**config.mk**
```make
export PLATFORM = sky130hd
export DESIGN_NAME = blvds_frame_check_flat
export DESIGN_NICKNAME = d
export VERILOG_FILES = /design/src/rtl/blvds_frame_check_if.sv /design/src/rtl/blvds_frame_check.sv /design/src/flat_wrapper.sv
export SDC_FILE = /design/constraint.sdc
export NUM_CORES = 1
export LEC_CHECK = 0
export CAP_MARGIN = 20
export CORE_MARGIN = 3
export CORE_UTILIZATION = 50
export CTS_CLUSTER_SIZE = 28
export DETAILED_ROUTE_END_ITERATION = 10
export PLACE_DENSITY = 0.77
export SYNTH_ARGS = -nofsm -noshare
export SYNTH_HDL_FRONTEND = slang
export SYNTH_SLANG_ARGS = --single-unit
```
**constraint.sdc**
```tcl
create_clock -name iCLK -period 2.8 [get_ports iCLK]
set_input_delay 0.42 -clock iCLK [delete_from_list [all_inputs] [get_ports iCLK]]
set_output_delay 0.42 -clock iCLK [all_outputs]
set_load 0.02 [all_outputs]
```
**src/rtl/blvds_frame_check_if.sv**
```systemverilog
// blvds_frame_check_if -- word stream in from the BLVDS deserializer and
// payload write port out to the downstream FIFO.
//
// Handshake: a word on iDATA is consumed on every iCLK edge where
// iDATA_VALID=1 (there is no back-pressure toward the deserializer).
// iFIFO_FULL is a level from the FIFO; a payload word is written only if
// iFIFO_FULL=0 in the cycle it arrives.  oFIFO_WR is a one-cycle strobe
// qualifying oFIFO_DATA in the same cycle.
interface blvds_frame_check_if;
   logic [15:0] iDATA;
   logic        iDATA_VALID;
   logic        iFIFO_FULL;
   logic [15:0] oFIFO_DATA;
   logic        oFIFO_WR;

   // Source side: deserializer plus FIFO status.
   modport master (
      output iDATA, iDATA_VALID, iFIFO_FULL,
      input  oFIFO_DATA, oFIFO_WR
   );

   // Frame checker side.
   modport slave (
      input  iDATA, iDATA_VALID, iFIFO_FULL,
      output oFIFO_DATA, oFIFO_WR
   );
endinterface

```
**src/rtl/blvds_frame_check.sv**
```systemverilog
// blvds_frame_check -- checks BLVDS frames of the form
//   HEAD_WORD, PAYLOAD_LEN payload words, EPILOG_WORD
// and forwards payload words to a FIFO.  Header/epilog mismatches and
// payload words lost to a full FIFO are reported as one-cycle pulses.
// Optional feature: define BLVDS_FRAME_CHECK_STAT_EN to add oFRAME_CNT,
// a saturating count of cleanly completed frames.
module blvds_frame_check #(
   parameter logic [15:0] HEAD_WORD   = 16'hA5A5,
   parameter logic [15:0] EPILOG_WORD = 16'h5A5A,
   parameter int          PAYLOAD_LEN = 256
) (
   input  logic                      iCLK,
   input  logic                      iRST_N,
   input  logic                      iSOFT_RST,
   blvds_frame_check_if.slave        bus,
   output logic                      oFRAME_DONE,
   output logic                      oFULL_ERROR,
   output logic                      oHEAD_ERROR,
   output logic                      oEPILOG_ERROR,
   output logic                      oBUSY,
`ifdef BLVDS_FRAME_CHECK_STAT_EN
   output logic [15:0]               oFRAME_CNT,
`endif
   output logic [1:0]                oDBG_STATE
);

   typedef enum logic [1:0] {
      IDLE    = 2'd0,
      PAYLOAD = 2'd1,
      DROP    = 2'd2,
      EPILOG  = 2'd3
   } state_t;

   // Counter value of the last payload word in a frame.
   localparam logic [15:0] LAST_IDX = 16'(PAYLOAD_LEN - 1);

   state_t      state;
   logic [15:0] wordCnt;
   logic        dropFlag;
   logic        lastWord;

   assign lastWord   = (wordCnt == LAST_IDX);
   assign oBUSY      = (state != IDLE);
   assign oDBG_STATE = state;

   // Frame FSM with registered FIFO write port and status pulses.
   always_ff @(posedge iCLK or negedge iRST_N) begin
      if (!iRST_N) begin
         state          <= IDLE;
         wordCnt        <= 16'h0;
         dropFlag       <= 1'b0;
         bus.oFIFO_DATA <= 16'h0;
         bus.oFIFO_WR   <= 1'b0;
         oFRAME_DONE    <= 1'b0;
         oFULL_ERROR    <= 1'b0;
         oHEAD_ERROR    <= 1'b0;
         oEPILOG_ERROR  <= 1'b0;
      end else if (iSOFT_RST) begin
         // Soft clear abandons any frame in flight; the word this cycle is lost.
         state          <= IDLE;
         wordCnt        <= 16'h0;
         dropFlag       <= 1'b0;
         bus.oFIFO_DATA <= 16'h0;
         bus.oFIFO_WR   <= 1'b0;
         oFRAME_DONE    <= 1'b0;
         oFULL_ERROR    <= 1'b0;
         oHEAD_ERROR    <= 1'b0;
         oEPILOG_ERROR  <= 1'b0;
      end else begin
         bus.oFIFO_WR  <= 1'b0;
         oFRAME_DONE   <= 1'b0;
         oFULL_ERROR   <= 1'b0;
         oHEAD_ERROR   <= 1'b0;
         oEPILOG_ERROR <= 1'b0;
         if (bus.iDATA_VALID) begin
            case (state)
               IDLE: begin
                  if (bus.iDATA == HEAD_WORD) begin
                     state   <= PAYLOAD;
                     wordCnt <= 16'h0;
                  end else begin
                     oHEAD_ERROR <= 1'b1;
                  end
               end
               PAYLOAD: begin
                  // A header-valued word here is ordinary payload.
                  if (bus.iFIFO_FULL) begin
                     oFULL_ERROR <= 1'b1;
                     dropFlag    <= 1'b1;
                     state       <= DROP;
                  end else begin
                     bus.oFIFO_DATA <= bus.iDATA;
                     bus.oFIFO_WR   <= 1'b1;
                  end
                  wordCnt <= wordCnt + 16'h1;
                  // Last word overrides the DROP move: the epilog comes next.
                  if (lastWord) state <= EPILOG;
               end
               DROP: begin
                  wordCnt <= wordCnt + 16'h1;
                  if (lastWord) state <= EPILOG;
               end
               EPILOG: begin
                  if (bus.iDATA != EPILOG_WORD) begin
                     oEPILOG_ERROR <= 1'b1;
                  end else if (!dropFlag) begin
                     oFRAME_DONE <= 1'b1;
                  end
                  dropFlag <= 1'b0;
                  state    <= IDLE;
               end
               default: state <= IDLE;
            endcase
         end
      end
   end

`ifdef BLVDS_FRAME_CHECK_STAT_EN
   logic frameDoneNext;

   // Same condition that raises oFRAME_DONE on the next edge.
   assign frameDoneNext = !iSOFT_RST && bus.iDATA_VALID && (state == EPILOG) &&
                          (bus.iDATA == EPILOG_WORD) && !dropFlag;

   // Saturating count of clean frames.
   always_ff @(posedge iCLK or negedge iRST_N) begin
      if (!iRST_N) begin
         oFRAME_CNT <= 16'h0;
      end else if (iSOFT_RST) begin
         oFRAME_CNT <= 16'h0;
      end else if (frameDoneNext && (oFRAME_CNT != 16'hFFFF)) begin
         oFRAME_CNT <= oFRAME_CNT + 16'h1;
      end
   end
`endif

endmodule

```
**src/flat_wrapper.sv**
```systemverilog
// flat-port wrapper written by rule: the top's interface ports become plain ports
module blvds_frame_check_flat 
#(
   parameter logic [15:0] HEAD_WORD   = 16'hA5A5,
   parameter logic [15:0] EPILOG_WORD = 16'h5A5A,
   parameter int          PAYLOAD_LEN = 256
)
  (iCLK, iRST_N, iSOFT_RST, oFRAME_DONE, oFULL_ERROR, oHEAD_ERROR, oEPILOG_ERROR, oBUSY, oDBG_STATE, bus_iDATA, bus_iDATA_VALID, bus_iFIFO_FULL, bus_oFIFO_DATA, bus_oFIFO_WR);
  blvds_frame_check_if bus_i ();
  input  logic iCLK;
  input  logic iRST_N;
  input  logic iSOFT_RST;
  output logic oFRAME_DONE;
  output logic oFULL_ERROR;
  output logic oHEAD_ERROR;
  output logic oEPILOG_ERROR;
  output logic oBUSY;
  output logic [1:0] oDBG_STATE;
  input wire logic [$bits(bus_i.iDATA)-1:0] bus_iDATA;
  input wire logic [$bits(bus_i.iDATA_VALID)-1:0] bus_iDATA_VALID;
  input wire logic [$bits(bus_i.iFIFO_FULL)-1:0] bus_iFIFO_FULL;
  output wire logic [$bits(bus_i.oFIFO_DATA)-1:0] bus_oFIFO_DATA;
  output wire logic [$bits(bus_i.oFIFO_WR)-1:0] bus_oFIFO_WR;
  assign bus_i.iDATA = bus_iDATA;
  assign bus_i.iDATA_VALID = bus_iDATA_VALID;
  assign bus_i.iFIFO_FULL = bus_iFIFO_FULL;
  assign bus_oFIFO_DATA = bus_i.oFIFO_DATA;
  assign bus_oFIFO_WR = bus_i.oFIFO_WR;
  blvds_frame_check #(.HEAD_WORD(HEAD_WORD), .EPILOG_WORD(EPILOG_WORD), .PAYLOAD_LEN(PAYLOAD_LEN)) u_core (.iCLK(iCLK), .iRST_N(iRST_N), .iSOFT_RST(iSOFT_RST), .bus(bus_i), .oFRAME_DONE(oFRAME_DONE), .oFULL_ERROR(oFULL_ERROR), .oHEAD_ERROR(oHEAD_ERROR), .oEPILOG_ERROR(oEPILOG_ERROR), .oBUSY(oBUSY), .oDBG_STATE(oDBG_STATE));
endmodule
```
==> results.md <==
* Later-pin clock latency in the skew report at 290 ps
* Placed insts at 274
* Data arrival time of the critical path at 2670 ps
* Worst Path Class, Setup: input pin to register
* Antenna diode instance count at 0
* Quantity of gates resized following cts at 0
* Average vias per placed instance at 6.08
* Iteration-0 DRC count of the detailed router at 143
* Die Ht at 69.0 um
* Maximum level of the CTS H-tree at 2
* Commonest non-fill, non-tap cell in the layout: clkdlybuf4s50_1
* Maximum clock rate at 0.409 GHz
* Setup Buffers After CTS at 0
* Result of the run: finished clean
* Number of instances in the synthesized netlist at 186
* Critical Path Start Type: input pin
* Area of the die at 4760 um^2
* Number of global-route vias before repair at 1621
* Buffers plus inverters on the worst setup path at 2
* Unrepaired setup endpoints after global routing: no
* Flip-flop cell with the highest count after synthesis: dfrtp_1
* Distinct cell type count after synthesis at 46
* Slowest cell on the critical path: or4b_4
* Post-synthesis sequential element count at 40
* Area of the mapped netlist at 1980 um^2
* Detailed placement HPWL at 3490 um
* Overall track demand over capacity in global routing at 0.212
* Clock tree from TritonCTS: yes
* Mean post-synth cell area at 10.7 um^2
* Final routed wirelength across all metal layers at 4750 um
* Setup violation total in the final timing report at 0
* Maximum fanout encountered on the critical timing path at 19
* Global-route wire length before repair at 7540 um
* Critical path's largest stage delay at 560 ps
* Filler instances at 295
* Worst vdd rail ir drop at 0.295 mV
* Total number of nets in the final design at 260
* I/O pin count at 45
* Reg-to-reg endpoint: u_core.wordCnt[12]
* Capturing element type of the critical path: register
* Power density cells at 429 nW/um^2
* Weighted congestion reported at the end of routability-driven placement at 0.884
* List of cells traversed by the critical path: clkdlybuf4s50_1 > or4b_4 > nor4_4 > a31oi_1 > buf_4 > or4_1 > nand2_1
* Total of max-cap violations at 0
* Detailed Routing Iterations Pass 1 at 4
* Share of cells above drive strength 1 at 0.0851
* Crit path required time at 3020 ps
* Slew at the pin with the worst max-slew slack at 851 ps
* Area of the placeable core at 3740 um^2
* Number of design rule violations left after detail routing at 0
* Clock Path Buffers at 2
* FP Rows at 22
* Final hold violations at 0
* Part of the cycle the worst path needs at 0.872
* Number of enable-type register cells in the synthesized netlist at 0
* Non-filler cells, final at 283
* Launch point of the worst reg-to-reg path: u_core.oDBG_STATE[0]
* Number of nets with antenna violations after detailed routing at 0
* Number of port buffers at 44
* WL/cell at 16.8 um
* Category of cells accounting for the largest share of critical-path delay: simple AND/OR/NAND/NOR gates
* Register area share after synthesis at 0.505
* Number of clock sinks at 40
* Shortest period the worst path allows at 2440 ps
* Cells on worst reg2reg path at 7
* Clock buffer count from CTS at 5
* Starting utilization of the core area at 0.529
* Post-Syn Nets at 212
* Quantity of hold-fixing buffers added after cts at 0
* Leading cell types in the layout, fill and taps excluded: clkdlybuf4s50_1 (43), dfrtp_1 (40), nand2_1 (17), a22o_1 (17), a21oi_1 (12)
* Clock tree root buffer cell: clkbuf_8
* Post-route clock skew at 7.04 ps
* Area delta synth->final at 30.7%
* Width of the chip at 69.0 um
* Yosys Warn Count at 0
* Final max-slew violation count at 0
* Static leakage at 1.11 nW
* Setup TNS at 0 ps
* Clock-pin slew reported for the worst setup and hold paths after clock tree synthesis at 70 ps
* Total congestion overflow after global routing at 0
* Pin count of the biggest net entering global routing at 41
* Total number of vias at 1721
* Remaining max-slew budget at the tightest pin at 0.433
* Initial antenna violation count at 0
* Hold Path Class: input pin to asynchronous set/reset pin
* Slack of the worst reg-to-reg path at 560 ps
* Post-synth ARST share at 1.00
## synthesized netlist by cell type (2+ instances only)
library cell  instances  area (um^2)
dfrtp_1              40         1000
a22o_1               17          149
nand2_1              17         63.8
a21oi_1              12         60.1
inv_1                 7         26.3
clkbuf_1              6         22.5
o32ai_1               6         52.6
ha_1                  5         62.6
nand3_1               5         25.0
o21ai_0               5         25.0
and3_1                4         25.0
nand4_1               4         25.0
nor2_1                4         15.0
nor3_1                4         20.0
or3_1                 4         25.0
and2_1                3         18.8
nand2b_1              3         18.8
nor2b_1               3         18.8
a31oi_1               2         12.5
buf_2                 2         10.0
mux2i_1               2         20.0
nor4bb_1              2         20.0
o211ai_1              2         15.0
o41ai_1               2         17.5
or2_2                 2         12.5
or4_1                 2         15.0
or4bb_1               2         22.5
## routing by layer
metal	GRT usage	vias to the layer above	part of all wire	wire length, um
li1	-	807	-	-
met1	0.297	854	0.45	2150
met2	0.335	52	0.49	2310
met3	0.0292	8	0.048	230
met4	0.0730	0	0.012	59
met5	0	-	0	0
## where the power goes
| part | internal, mW | switching, mW |
|---|---|---|
| Clock | 0.265 | 0.196 |
| Combinational | 0.0345 | 0.0374 |
| Sequential | 0.578 | 0.000203 |
| Total | 0.877 | 0.234 |
## kinds of logic after synthesis
group / count (synthesis) / share of synthesized area
fa+ha+maj: 5 / 0.0316
simple gates: 67 / 0.212
mux: 3 / 0.0158
buf+inv: 16 / 0.0316
flops: 40 / 0.505
compound gates: 55 / 0.204
## final cells by class
cell class	instances	area, um^2	area share
multi-input combinational	130	918	0.355
clock inverter	2	35.0	0.0135
timing repair buffer	49	473	0.183
clock buffer	6	72.6	0.0280
tap	48	60.1	0.0232
inverter	8	30.0	0.0116
sequential	40	1000	0.386
## worst max path at each step
stage,from,end,slack (ps),depth (start not counted)
after floorplan,bus_iDATA[11],u_core.wordCnt[12],580,6
after global placement,bus_iDATA[11],u_core.wordCnt[12],130,7
after detailed placement,bus_iDATA[13],u_core.wordCnt[12],50,7
after CTS,bus_iDATA[13],u_core.wordCnt[12],350,7
after global routing,bus_iDATA[13],u_core.wordCnt[14],300,7
final,bus_iDATA[11],u_core.wordCnt[12],360,7
## state kept, by name, indices dropped and copies added, names as in the netlist
name	flops
u_core.bus.oFIFO_DATA	16
u_core.wordCnt	16
u_core.oDBG_STATE	2
u_core.bus.oFIFO_WR	1
u_core.dropFlag	1
u_core.oEPILOG_ERROR	1
u_core.oFRAME_DONE	1
u_core.oFULL_ERROR	1
u_core.oHEAD_ERROR	1
## metrics by stage
step	util	hold WS [ps]	setup WS [ps]	instance area (um^2)	total power, mW
finish	0.692	238	358	2590	1.11
global route	0.692	307	297	2590	1.15
CTS	0.690	274	351	2580	1.11
detailed placement	0.661	440	51.6	2470	0.660
global placement	0.661	418	126	2470	0.659
floorplan	-	124	583	1980	0.610
No activity file was read; power rests on OpenSTA's default activity.
